## src/rtl/integration_pkg.sv

```systemverilog
// rtl/integration_pkg.sv - shared limits and FSM state type for the AHB arbiter
package integration_pkg;

  localparam int NUM_MASTERS_MAX = 16;
  localparam int HMASTER_W       = 4;

  typedef enum logic [1:0] {
    ARB_IDLE    = 2'd0,
    ARB_GRANTED = 2'd1,
    ARB_LOCKED  = 2'd2
  } arb_state_e;

endpackage

```

## src/rtl/ahb_arbiter_if.sv

```systemverilog
// rtl/ahb_arbiter_if.sv - request/grant bundle between bus masters and the arbiter
interface ahb_arbiter_if #(
  parameter int NUM_MASTERS = 4
) ();
  import integration_pkg::*;

  logic [NUM_MASTERS-1:0] hbusreq;
  logic [NUM_MASTERS-1:0] hlock;
  logic                   hready;
  logic [NUM_MASTERS-1:0] hgrant;
  logic [HMASTER_W-1:0]   hmaster;
  logic                   hmastlock;
  arb_state_e             arb_state;

  modport master (
    output hbusreq, hlock, hready,
    input  hgrant, hmaster, hmastlock, arb_state
  );

  modport slave (
    input  hbusreq, hlock, hready,
    output hgrant, hmaster, hmastlock, arb_state
  );

endinterface

```

## src/rtl/rr_priority_picker.sv

```systemverilog
// rtl/rr_priority_picker.sv - first set request at or after start_i, wrapping at N-1
module rr_priority_picker
  import integration_pkg::*;
#(
  parameter int N = 4
) (
  input  logic [N-1:0]         req_i,
  input  logic [HMASTER_W-1:0] start_i,
  output logic                 valid_o,
  output logic [HMASTER_W-1:0] index_o
);

  localparam int SW = HMASTER_W + 1;

  logic [2*N-1:0] req_dbl;
  logic [N-1:0]   req_rot;
  logic [SW-1:0]  offset;
  logic [SW-1:0]  sum;

  // Doubling the vector lets a plain shift implement the wrap-around rotation.
  assign req_dbl = {req_i, req_i};
  assign req_rot = N'(req_dbl >> start_i);

  always_comb begin
    valid_o = 1'b0;
    offset  = '0;
    for (int j = N - 1; j >= 0; j--) begin
      if (req_rot[j]) begin
        valid_o = 1'b1;
        offset  = SW'(j);
      end
    end
    sum = {1'b0, start_i} + offset;
    if (sum >= SW'(N)) begin
      sum = sum - SW'(N);
    end
    index_o = sum[HMASTER_W-1:0];
  end

endmodule

```

## src/rtl/ahb_arbiter.sv

```systemverilog
// rtl/ahb_arbiter.sv - round-robin AHB bus arbiter with locked-transfer support
module ahb_arbiter
  import integration_pkg::*;
#(
  parameter int NUM_MASTERS    = 4,
  parameter int DEFAULT_MASTER = 0
) (
  input  logic         hclk,
  input  logic         hreset,
  ahb_arbiter_if.slave bus
);

  arb_state_e             state_q, state_d;
  logic [NUM_MASTERS-1:0] hgrant_q, hgrant_d;
  logic [HMASTER_W-1:0]   hmaster_q, hmaster_d;
  logic                   hmastlock_q, hmastlock_d;

  logic                   has_grant;
  logic                   owner_req;
  logic                   owner_lock;
  logic [HMASTER_W-1:0]   owner_idx;
  logic [HMASTER_W-1:0]   base_idx;
  logic [HMASTER_W-1:0]   start_idx;
  logic                   pick_valid;
  logic [HMASTER_W-1:0]   pick_idx;

  // The rotation pivots on the master whose grant is in effect, so a full
  // request set advances one master per arbitration; hmaster is only the
  // fallback before the first grant after reset.
  always_comb begin
    has_grant  = |hgrant_q;
    owner_req  = 1'b0;
    owner_lock = 1'b0;
    owner_idx  = '0;
    for (int i = 0; i < NUM_MASTERS; i++) begin
      if (hgrant_q[i]) begin
        owner_idx  = HMASTER_W'(i);
        owner_req  = bus.hbusreq[i];
        owner_lock = bus.hlock[i];
      end
    end
    base_idx  = has_grant ? owner_idx : hmaster_q;
    start_idx = (base_idx == HMASTER_W'(NUM_MASTERS - 1)) ? '0
                                                          : base_idx + HMASTER_W'(1);
  end

  rr_priority_picker #(
    .N (NUM_MASTERS)
  ) u_picker (
    .req_i   (bus.hbusreq),
    .start_i (start_idx),
    .valid_o (pick_valid),
    .index_o (pick_idx)
  );

  always_comb begin
    state_d     = state_q;
    hgrant_d    = hgrant_q;
    hmaster_d   = hmaster_q;
    hmastlock_d = hmastlock_q;
    if (bus.hready) begin
      if (has_grant) begin
        hmaster_d   = owner_idx;
        hmastlock_d = owner_lock;
      end
      if (owner_req && owner_lock) begin
        state_d = ARB_LOCKED;
      end else if (pick_valid) begin
        state_d = ARB_GRANTED;
        for (int i = 0; i < NUM_MASTERS; i++) begin
          hgrant_d[i] = (pick_idx == HMASTER_W'(i));
        end
      end else begin
        state_d                  = ARB_IDLE;
        hgrant_d                 = '0;
        hgrant_d[DEFAULT_MASTER] = 1'b1;
      end
    end
  end

  always_ff @(posedge hclk or posedge hreset) begin
    if (hreset) begin
      state_q     <= ARB_IDLE;
      hgrant_q    <= '0;
      hmaster_q   <= HMASTER_W'(DEFAULT_MASTER);
      hmastlock_q <= 1'b0;
    end else begin
      state_q     <= state_d;
      hgrant_q    <= hgrant_d;
      hmaster_q   <= hmaster_d;
      hmastlock_q <= hmastlock_d;
    end
  end

  assign bus.hgrant    = hgrant_q;
  assign bus.hmaster   = hmaster_q;
  assign bus.hmastlock = hmastlock_q;
  assign bus.arb_state = state_q;

endmodule

```

## src/flat_wrapper.sv

```systemverilog
// flat-port wrapper written by rule: the top's interface ports become plain ports
module ahb_arbiter_flat import integration_pkg::*;
#(
  parameter int NUM_MASTERS    = 4,
  parameter int DEFAULT_MASTER = 0
)
  (hclk, hreset, bus_hbusreq, bus_hlock, bus_hready, bus_hgrant, bus_hmaster, bus_hmastlock, bus_arb_state);
  ahb_arbiter_if #(.NUM_MASTERS(NUM_MASTERS)) bus_i ();
  input  logic hclk;
  input  logic hreset;
  input wire logic [$bits(bus_i.hbusreq)-1:0] bus_hbusreq;
  input wire logic [$bits(bus_i.hlock)-1:0] bus_hlock;
  input wire logic [$bits(bus_i.hready)-1:0] bus_hready;
  output wire logic [$bits(bus_i.hgrant)-1:0] bus_hgrant;
  output wire logic [$bits(bus_i.hmaster)-1:0] bus_hmaster;
  output wire logic [$bits(bus_i.hmastlock)-1:0] bus_hmastlock;
  output wire logic [$bits(bus_i.arb_state)-1:0] bus_arb_state;
  assign bus_i.hbusreq = bus_hbusreq;
  assign bus_i.hlock = bus_hlock;
  assign bus_i.hready = bus_hready;
  assign bus_hgrant = bus_i.hgrant;
  assign bus_hmaster = bus_i.hmaster;
  assign bus_hmastlock = bus_i.hmastlock;
  assign bus_arb_state = bus_i.arb_state;
  ahb_arbiter #(.NUM_MASTERS(NUM_MASTERS), .DEFAULT_MASTER(DEFAULT_MASTER)) u_core (.hclk(hclk), .hreset(hreset), .bus(bus_i));
endmodule
```

## config.mk

```make
export PLATFORM = sky130hd
export DESIGN_NAME = ahb_arbiter_flat
export DESIGN_NICKNAME = d
export VERILOG_FILES = /design/src/rtl/integration_pkg.sv /design/src/rtl/ahb_arbiter_if.sv /design/src/rtl/rr_priority_picker.sv /design/src/rtl/ahb_arbiter.sv /design/src/flat_wrapper.sv
export SDC_FILE = /design/constraint.sdc
export NUM_CORES = 1
export LEC_CHECK = 0
export CORE_MARGIN = 1
export CORE_UTILIZATION = 55
export CTS_CLUSTER_SIZE = 25
export DETAILED_ROUTE_END_ITERATION = 8
export DONT_BUFFER_PORTS = 1
export PLACE_DENSITY_LB_ADDON = 0.15
export SETUP_SLACK_MARGIN = 0.15
export SYNTH_ARGS = -nofsm -noshare
export SYNTH_HDL_FRONTEND = slang
export SYNTH_HIERARCHICAL = 1
export SYNTH_SLANG_ARGS = --single-unit
```

## constraint.sdc

```tcl
create_clock -name hclk -period 3.7 [get_ports hclk]
set_clock_uncertainty 0.05 [all_clocks]
set_input_delay 0.74 -clock hclk [delete_from_list [all_inputs] [get_ports hclk]]
set_output_delay 0.74 -clock hclk [all_outputs]
set_load 0.03 [all_outputs]
```

==> results of run 1 <==
==> cell families after synthesis <==
logic type | Yosys count
AO/OA/AOI/OAI | 33
XOR/XNOR | 4
flip-flops | 11
AND/OR/NAND/NOR | 44
buffers and inverters | 12
multiplexers | 6
adder cells (fa/ha/maj) | 5
==> per-stage QoR <==
step	setup TNS, ns	hold slack (ns)	cell area (um2)	instances
after floorplan	-0.642	0.542	1060	115
after global placement	-0.671	0.504	1270	164
after detailed placement	-1.41	0.537	1270	164
after CTS	-1.01	0.285	1410	173
after global routing	-1.93	0.299	1450	174
final	-1.63	0.284	1450	174
==> worst max-delay path, cell delays in order (launching register included) <==
cell and delay, ns:
dfrtp_2 0.41, nand2b_4 0.14, a21oi_2 0.06, or2_4 0.25, ha_4 0.17, a21oi_4 0.24
buf_6 0.15, mux2i_4 0.24, o22ai_2 0.10, a221oi_2 0.28, ha_2 0.24, inv_2 0.04
fa_2 0.37, xnor2_2 0.15, ha_2 0.20, a221oi_4 0.29, a21boi_2 0.13, nor2_2 0.16
nand3_1 0.10, nor2_1 0.17, mux2_4 0.16
==> registers in the layout, summed over array words and instances, names as in the netlist <==
signal	flops
u_core/bus.hmastlock	1
u_core/bus.hmaster	4
u_core/bus.hgrant	4
u_core/bus.arb_state	2
==> area by class of cell <==
class                           count  share of cell area
Inverter                            9              0.0233
Tap cell                           24              0.0207
Timing Repair Buffer               34               0.184
Sequential cell                    11               0.191
Multi-Input combinational cell     92               0.563
Clock buffer                        4              0.0181
==> what timing repair did <==
item                       CTS  global route
setup endpoints to repair    4             4
resized for setup           17             6
setup buffers                5             1
pin swaps                   17            14
==> worst paths after layout <==
path                                                   startpoint                                  end  slack, ns  depth (start not counted)
worst min-delay path                                       hreset  u_core/bus.arb_state[1]$_DFFE_PP0P_       0.28                          1
max in group asynchronous                                  hreset     u_core/bus.hgrant[0]$_DFFE_PP0P_       2.99                          1
min in group hclk                                      bus_hready    u_core/bus.hmaster[1]$_DFFE_PP0P_       0.51                          1
worst max register to register   u_core/bus.hgrant[0]$_DFFE_PP0P_     u_core/bus.hgrant[2]$_DFFE_PP0P_      -0.47                         20
worst min register to register  u_core/bus.hmaster[1]$_DFFE_PP0P_    u_core/bus.hmaster[1]$_DFFE_PP0P_       0.57                          2
worst max-delay path             u_core/bus.hgrant[0]$_DFFE_PP0P_     u_core/bus.hgrant[2]$_DFFE_PP0P_      -0.47                         20
==> cell usage in the layout (no fill, tap or decap), types with 2 or more instances in the layout <==
master / netlist / routed
buf_4: 0 / 31
nor2_2: 0 / 4
inv_2: 0 / 2
nor2_1: 10 / 6
a21oi_2: 0 / 2
and2_1: 2 / 2
o211ai_1: 3 / 3
a21oi_1: 5 / 2
nand3_1: 2 / 2
mux2i_1: 3 / 2
inv_1: 9 / 7
nand2_1: 14 / 14
and2b_1: 2 / 2
mux2_4: 2 / 2
xor2_1: 3 / 3
o22ai_2: 0 / 2
dfrtp_2: 0 / 2
nor2b_1: 2 / 2
dfrtp_1: 11 / 9
ha_2: 0 / 2
buf_6: 1 / 3
a211o_1: 2 / 2
clkbuf_4: 0 / 3
o21ai_0: 6 / 6
==> routing by layer <==
metal	routed length, um	part of all wire
met1	1330	0.36
met2	1800	0.49
met3	308	0.084
met4	219	0.060
met5	0	0
==> reports/qor.txt, run 1 <==
Synth Area per Inst: 8.60 um2
Mapped Nets: 131
CTS tree: yes
register area: 278 um2
total grt overflow: 0
Synth Area in Compound Gates: 0.247
Crit Path Category: reg -> reg
ant diodes: 0
Seq cells post-synth: 11
WP data arrival: 4.35 ns
drt wl/cell: 21.0 um
met1 Track Usage GR: 0.442
detailed placement HPWL: 2130 um
IO Pins: 22
met3 GRT Util: 0.0776
layout cell share with drive strength beyond 1: 0.487
area added between synthesis and finish: 46.8%
post-synthesis mux area share: 0.0722
Slew Limit Fails: 0
GR Layer Usage met2: 0.685
XOR/XNOR Fraction of Synth Area: 0.0354
Post-synth EDFFs: 0
total track usage: 0.385
die width: 44.4 um
crit start category: register
post-place setup slack: -0.439 ns
Yosys warning total: 6
final cycle utilization of the critical path: 1.13
crit-path max FO: 6
CTS Buf Count: 3
FP Rows: 14
CP required: 3.88 ns
RePlAce Congestion: 0.868
Initial Utilization: 0.620
routed vias/inst: 6.83
Hold-fix buffers, CTS: 0
DR vias: 1188
CTS Sinks: 11
pin count of the biggest net entering global routing: 12
Syn Inst Count: 115
final setup violation count: 4
Synth Flop Type: dfrtp_1
DR pass1 iterations: 4
global-route wire length before repair: 5250 um
Routed Antenna Nets: 0
final WL: 3660 um
vias in the first global route: 1179
Fin. Hold Viols: 0
# DRC: 0
Multi-input gate area: 817 um2
Nets: 167
largest family of logic cells by synthesized area: compound AO/OA/AOI/OAI gates
Iter 0 DRT Violations: 71
max-cap viol count: 0
Commonest cells post-synth: nand2_1, dfrtp_1, nor2_1, inv_1, o21ai_0
worst setup margin: -0.469 ns
Synth Cell Area: 988 um2
Yosys top cell by area: dfrtp_1
top post-synthesis cells by area: dfrtp_1, nand2_1, ha_1, nor2_1, inv_1
minimum clock period: 4.17 ns
die area: 1970 um2
violated checks: negative setup slack
Hold Crit Class: in -> async
Die H: 44.4 um
post-synthesis sequential area ratio: 0.278
final core area utilization: 0.911
top-count cell post-synth: nand2_1
Slew @ Worst Pin: 0.465 ns
initial antenna violation count: 0
Adder-Cell Fraction of Synth Area: 0.0709
fill count: 70
clk root buf: clkbuf_4
core area: 1590 um2
Post-Synth Simple-Gate Area: 0.241
FMAX: 0.240 GHz
Clock transition at path regs: 0.08 ns
top-area cell type share of the netlist area: 0.278
number of H-tree levels: 1
clk_lat worst skew: 0.28 ns
crit end category: register
port bufs: 0
GRT busiest layer: met2
RSZ-0062 raised after global routing: true
Synth cell types: 46
worst slew margin relative to its limit: 0.690
clk buf depth: 2
asr flop ratio synth: 1.00
status: finished, violations left
Power of run 1 is not shown: default switching activity piles up to over one toggle a cycle in this logic, so the estimate is an artifact.
==> inputs of run 2 (changes only) <==
--- a/config.mk
+++ b/config.mk
@@ -11,6 +11,7 @@
 export DETAILED_ROUTE_END_ITERATION = 8
 export DONT_BUFFER_PORTS = 1
 export PLACE_DENSITY_LB_ADDON = 0.15
+export RECOVER_POWER = 50
 export SETUP_SLACK_MARGIN = 0.15
 export SYNTH_ARGS = -nofsm -noshare
 export SYNTH_HDL_FRONTEND = slang
==> results of run 2 <==
Same layout as run 1: the final DEF is identical, and so are final timing and power.
Power of run 2 is left out for the same reason.
==> inputs of run 3 (changes only) <==
--- a/config.mk
+++ b/config.mk
@@ -5,13 +5,11 @@
 export SDC_FILE = /design/constraint.sdc
 export NUM_CORES = 1
 export LEC_CHECK = 0
-export CORE_MARGIN = 1
 export CORE_UTILIZATION = 55
 export CTS_CLUSTER_SIZE = 25
 export DETAILED_ROUTE_END_ITERATION = 8
 export DONT_BUFFER_PORTS = 1
 export PLACE_DENSITY_LB_ADDON = 0.15
-export RECOVER_POWER = 50
 export SETUP_SLACK_MARGIN = 0.15
 export SYNTH_ARGS = -nofsm -noshare
 export SYNTH_HDL_FRONTEND = slang
==> results of run 3 <==
Same layout as run 1: the final DEF is identical, and so are final timing and power.
Power of run 3 is left out for the same reason.
